[src/rtl/alu_result_stage.sv]
// alu_result_stage: ALUOut holding register downstream of the datapath ALU.
// Captures result + {N,Z,C,V} on a valid/ready handshake, presents it to the
// writeback/PC-select logic, evaluates the RISC-V branch condition from the
// held flags, counts accepted captures and flags overruns (sticky).
// Optional feature macro: ALURES_BRANCH_EN (branch evaluation + its registers).
module alu_result_stage #(
    parameter int WIDTH = 32,
    parameter int CNT_W = 8
) (
    input  logic             clk,
    input  logic             reset_n,
    input  logic [WIDTH-1:0] alu_result,
    input  logic             alu_z,
    input  logic             alu_c,
    input  logic             alu_v,
    input  logic             alu_n,
    input  logic             in_valid,
    output logic             in_ready,
    input  logic             is_branch,
    input  logic [2:0]       funct3,
    output logic             out_valid,
    input  logic             out_ready,
    output logic [WIDTH-1:0] aluout,
    output logic [3:0]       flags_q,
    output logic             branch_taken,
    output logic             bad_funct3,
    output logic             overrun,
    input  logic             clr_overrun,
    output logic [CNT_W-1:0] acc_count
);

    typedef enum logic {EMPTY = 1'b0, FULL = 1'b1} state_t;

    // Held record; flags packed in {N,Z,C,V} order to match flags_q.
    typedef struct packed {
        logic [WIDTH-1:0] data;
        logic [3:0]       flags;
    } hold_t;

    state_t state;
    hold_t  hold;
    logic   capture;
    logic   drop;

    // A slot frees up in the same cycle the consumer takes the held value,
    // so streaming with out_ready high never inserts a bubble.
    assign in_ready  = (state == EMPTY) | out_ready;
    assign capture   = in_valid & in_ready;
    assign drop      = in_valid & ~in_ready;
    assign out_valid = (state == FULL);
    assign aluout    = hold.data;
    assign flags_q   = hold.flags;

    // FSM plus held result/flags; a new capture overwrites, otherwise hold.
    always_ff @(posedge clk or negedge reset_n) begin
        if (!reset_n) begin
            state <= EMPTY;
            hold  <= '0;
        end else begin
            if (capture) begin
                state <= FULL;
                hold  <= '{data: alu_result, flags: {alu_n, alu_z, alu_c, alu_v}};
            end else if (state == FULL && out_ready) begin
                state <= EMPTY;
            end
        end
    end

    // Accepted-capture counter, wraps modulo 2^CNT_W.
    always_ff @(posedge clk or negedge reset_n) begin
        if (!reset_n)     acc_count <= '0;
        else if (capture) acc_count <= acc_count + 1'b1;
    end

    // Sticky overrun; a new overrun in the clearing cycle keeps it set.
    always_ff @(posedge clk or negedge reset_n) begin
        if (!reset_n)         overrun <= 1'b0;
        else if (drop)        overrun <= 1'b1;
        else if (clr_overrun) overrun <= 1'b0;
    end

`ifdef ALURES_BRANCH_EN
    logic       is_branch_q;
    logic [2:0] funct3_q;
    logic       fl_n, fl_z, fl_c, fl_v;

    assign {fl_n, fl_z, fl_c, fl_v} = hold.flags;

    // Branch qualifiers ride along with the captured result.
    always_ff @(posedge clk or negedge reset_n) begin
        if (!reset_n) begin
            is_branch_q <= 1'b0;
            funct3_q    <= 3'b000;
        end else if (capture) begin
            is_branch_q <= is_branch;
            funct3_q    <= funct3;
        end
    end

    // Branch condition from held flags; only meaningful while a branch is held.
    always_comb begin
        branch_taken = 1'b0;
        bad_funct3   = 1'b0;
        if (out_valid && is_branch_q) begin
            unique case (funct3_q)
                3'b000:  branch_taken = fl_z;            // BEQ
                3'b001:  branch_taken = ~fl_z;           // BNE
                3'b100:  branch_taken = fl_n ^ fl_v;     // BLT
                3'b101:  branch_taken = ~(fl_n ^ fl_v);  // BGE
                3'b110:  branch_taken = ~fl_c;           // BLTU: borrow
                3'b111:  branch_taken = fl_c;            // BGEU: no borrow
                default: bad_funct3   = 1'b1;            // 010/011 undefined
            endcase
        end
    end
`else
    // Branch qualifiers are not used in this build.
    logic unused_branch_in;
    assign unused_branch_in = ^{is_branch, funct3};
    assign branch_taken     = 1'b0;
    assign bad_funct3       = 1'b0;
`endif

endmodule

[config.mk]
export PLATFORM = sky130hd
export DESIGN_NAME = alu_result_stage
export DESIGN_NICKNAME = d
export VERILOG_FILES = /design/src/rtl/alu_result_stage.sv
export SDC_FILE = /design/constraint.sdc
export NUM_CORES = 1
export LEC_CHECK = 0
export CORE_AREA = 2 2 63 80
export CTS_CLUSTER_SIZE = 8
export DETAILED_ROUTE_END_ITERATION = 10
export DIE_AREA = 0 0 65 82
export PLACE_DENSITY = 0.83
export SLEW_MARGIN = 20
export SYNTH_ARGS = -nofsm -noshare
export SYNTH_HDL_FRONTEND = slang
export SYNTH_SLANG_ARGS = --single-unit
export TNS_END_PERCENT = 1
[constraint.sdc]
create_clock -name clk -period 3.2 [get_ports clk]
set_clock_uncertainty 0.15 [all_clocks]
set_input_delay 0.8 -clock clk [delete_from_list [all_inputs] [get_ports clk]]
set_output_delay 0.8 -clock clk [all_outputs]
set_load 0.01 [all_outputs]
==> impl_metrics.toml, run 1 <==
[yosys]
seq_area_frac_synth_pct = 60.3
synth_top_family_by_area = "multiplexers"
syn_area_um2 = 1910
synth.distinct_cells = 19
yosys-top-cells-area = "dfrtp_1 60%, mux2_4 16%, mux2_2 10%"
ys_warn_count = 0
yosysTopAreaCellShare_pct = 60.3
synthAdderAreaFrac_pct = 0.655
synth_seq_cells = 46
synth_compound_area_share_pct = 0.328
synth-simple-area-share_pct = 4.85
synth_mux_area_share_pct = 25.8
synth_cells = 117
synth_top_area_cell = "dfrtp_1"
synth_xor_area_share_pct = 3.21
syn_area_per_cell_um2 = 16.3

[sta]
maxSlewViolCount = 0
setup_viol = 0
tns_ns = 0
maxSlewHeadroom_pct = 58.0
finalCritPeriodShare_pct = 89.0
final.min_clock_period_ns = 2.85
fin_hold_ws_ns = 0.328
setup_slack_ns = 0.351
final-hold-violation-count = 0
grt_setup_unrepaired = "false"
worst_pin_slew_ns = 0.629
max_freq_mhz = 351

[critical_path]
crit_start = "out_ready"
critPathCaptureType = "primary output"
crit_arrival_ns = 1.90
required_ns = 2.25
timing.rr.start = "out_valid$_DFFE_PN0P_"
crit_type = "input pin to primary output"
crit_fanout = 2
cp-start-kind = "input pin"

[power]
p_leak_nw = 1.28
powerDensity_nw_per_um2 = 621
irDropWorstVdd_mv = 0.307
power.total_mw = 1.82

[finish]
area_delta_synth_final_pct = 53.1
nNetsFinal = 251
fin_area_um2 = 2920
num_antenna_cells = 0
drive_gt1_share_pct = 23.3
final_cells = 266
final_util_pct = 63.7

[run_status]
outcome = "finished clean"

[detailed_routing]
drc = 0
drtPass1Iterations = 4
vias = 1239
wl_per_cell_um = 14.3
viasPerCell = 4.66
drt-total-wl_um = 3810
postRouteAntennaNets = 0
drt_iter0_drc = 62

[min_path]
hold_class = "flip-flop to flip-flop"
hp-start = "acc_count[7]$_DFFE_PN0P_"

[die]
start_util_pct = 41.6
die_h_um = 82
core_um2 = 4590
ioPinCount = 94
die_width_um = 65
dieArea_um2 = 5330
row_count = 28

[global_routing]
grt_pass1_vias = 1172
grt_pass1_wl_um = 5950
antenna_found_initial = 0
grt_remaining_overflow = 0
track_usage_pct = 15.0
grt_max_degree = 47

[placed_design]
detailed_place.area_um2 = 2780
dp_hpwl_um = 2700
dp_cells = 258
numPortBuffers = 87
place.gp.congestion = 0.797
post-place-ws_ns = 0.343

[clock_network]
post_cts_buffers = 0
path_clk_slew_ns = 0.08
h-tree-depth = 2
clock_sinks = 46
tritoncts = "built"
insertion_delay_ns = 0.29
cts_resized = 0
cts_buffer_depth = 2
root_buffer = "clkbuf_8"
postCtsHoldBufs = 0
cts_buffers = 5

[job]
maxCapViolCount = 0
==> per-layer routing <==
metal	global-route usage [%]	wire length [um]	vias to the layer above
met3	3.29	194	5
met4	7.02	71	0
li1	-	-	576
met5	0	0	-
met2	25.1	2020	46
met1	18.7	1530	612
==> area by class of cell <==
class	instances	area (um^2)
Clock inverter	2	60.1
Timing Repair Buffer	88	876
Multi-Input combinational cell	62	672
Tap cell	60	75.1
Inverter	2	7.51
Fill cell	365	1670
Clock buffer	6	82.6
Sequential cell	46	1150
==> sequential cells by signal (all words and copies together), names as in the netlist <==
name,cells
flags_q,4
aluout,32
out_valid,1
acc_count,8
overrun,1
==> worst paths after layout <==
kind | endpoint | slack [ns] | cells past startpoint
max | in_ready | 0.35 | 3
min reg2reg | acc_count[7]$_DFFE_PN0P_ | 0.33 | 1
max in group asynchronous | aluout[0]$_DFFE_PN0P_ | 2.18 | 1
min | acc_count[7]$_DFFE_PN0P_ | 0.33 | 1
min in group asynchronous | aluout[27]$_DFFE_PN0P_ | 0.34 | 1
max reg2reg | flags_q[3]$_DFFE_PN0P_ | 1.45 | 4
==> layout by cell type, fill, tap and decap left out, drive strengths merged <==
cell type and n:
nand2 2, and3 1, xnor2 7, inv 2, conb 2, clkbuf 6
and2 2, clkdlybuf4s50 86, mux2 37, and4 2, o22ai 1, nand3 2
nand4 4, nand2b 1, bufinv 2, ha 1, buf 2, dfrtp 46
==> power by group <==
group          total (mW)  switching (mW)  internal [mW]
sequential          0.769          0.0818          0.687
clock               0.522           0.189          0.333
combinational       0.526           0.178          0.348
==> cell families after synthesis <==
logic type | Yosys count
flip-flops | 46
multiplexers | 37
AND/OR/NAND/NOR | 14
buffers and inverters | 10
XOR/XNOR | 7
adder cells (fa/ha/maj) | 1
other | 1
AO/OA/AOI/OAI | 1
==> critical path: stages <==
cell and delay, ns:
clkdlybuf4s50_1 0.45, nand2b_1 0.11, clkdlybuf4s50_1 0.53
==> synth_stat cells, drive strengths merged <==
cell type,count
dfrtp,46
mux2,37
buf,8
xnor2,7
nand4,4
and2,2
and4,2
inv,2
nand2,2
nand3,2
and3,1
conb,1
ha,1
nand2b,1
o22ai,1
Power figures use the tool's default switching activity.
==> run 2: changes to the inputs <==
--- a/config.mk
+++ b/config.mk
@@ -6,6 +6,7 @@
 export NUM_CORES = 1
 export LEC_CHECK = 0
 export CORE_AREA = 2 2 63 80
+export CTS_CLUSTER_DIAMETER = 120
 export CTS_CLUSTER_SIZE = 8
 export DETAILED_ROUTE_END_ITERATION = 10
 export DIE_AREA = 0 0 65 82
==> results of run 2 <==
Final layout, timing and power as in run 1 (identical DEF).
==> run 3: changes to the inputs <==
--- a/config.mk
+++ b/config.mk
@@ -7,7 +7,7 @@
 export LEC_CHECK = 0
 export CORE_AREA = 2 2 63 80
 export CTS_CLUSTER_DIAMETER = 120
-export CTS_CLUSTER_SIZE = 8
+export CTS_CLUSTER_SIZE = 25
 export DETAILED_ROUTE_END_ITERATION = 10
 export DIE_AREA = 0 0 65 82
 export PLACE_DENSITY = 0.83
==> results of run 3 <==
Final layout, timing and power as in run 1 (identical DEF).
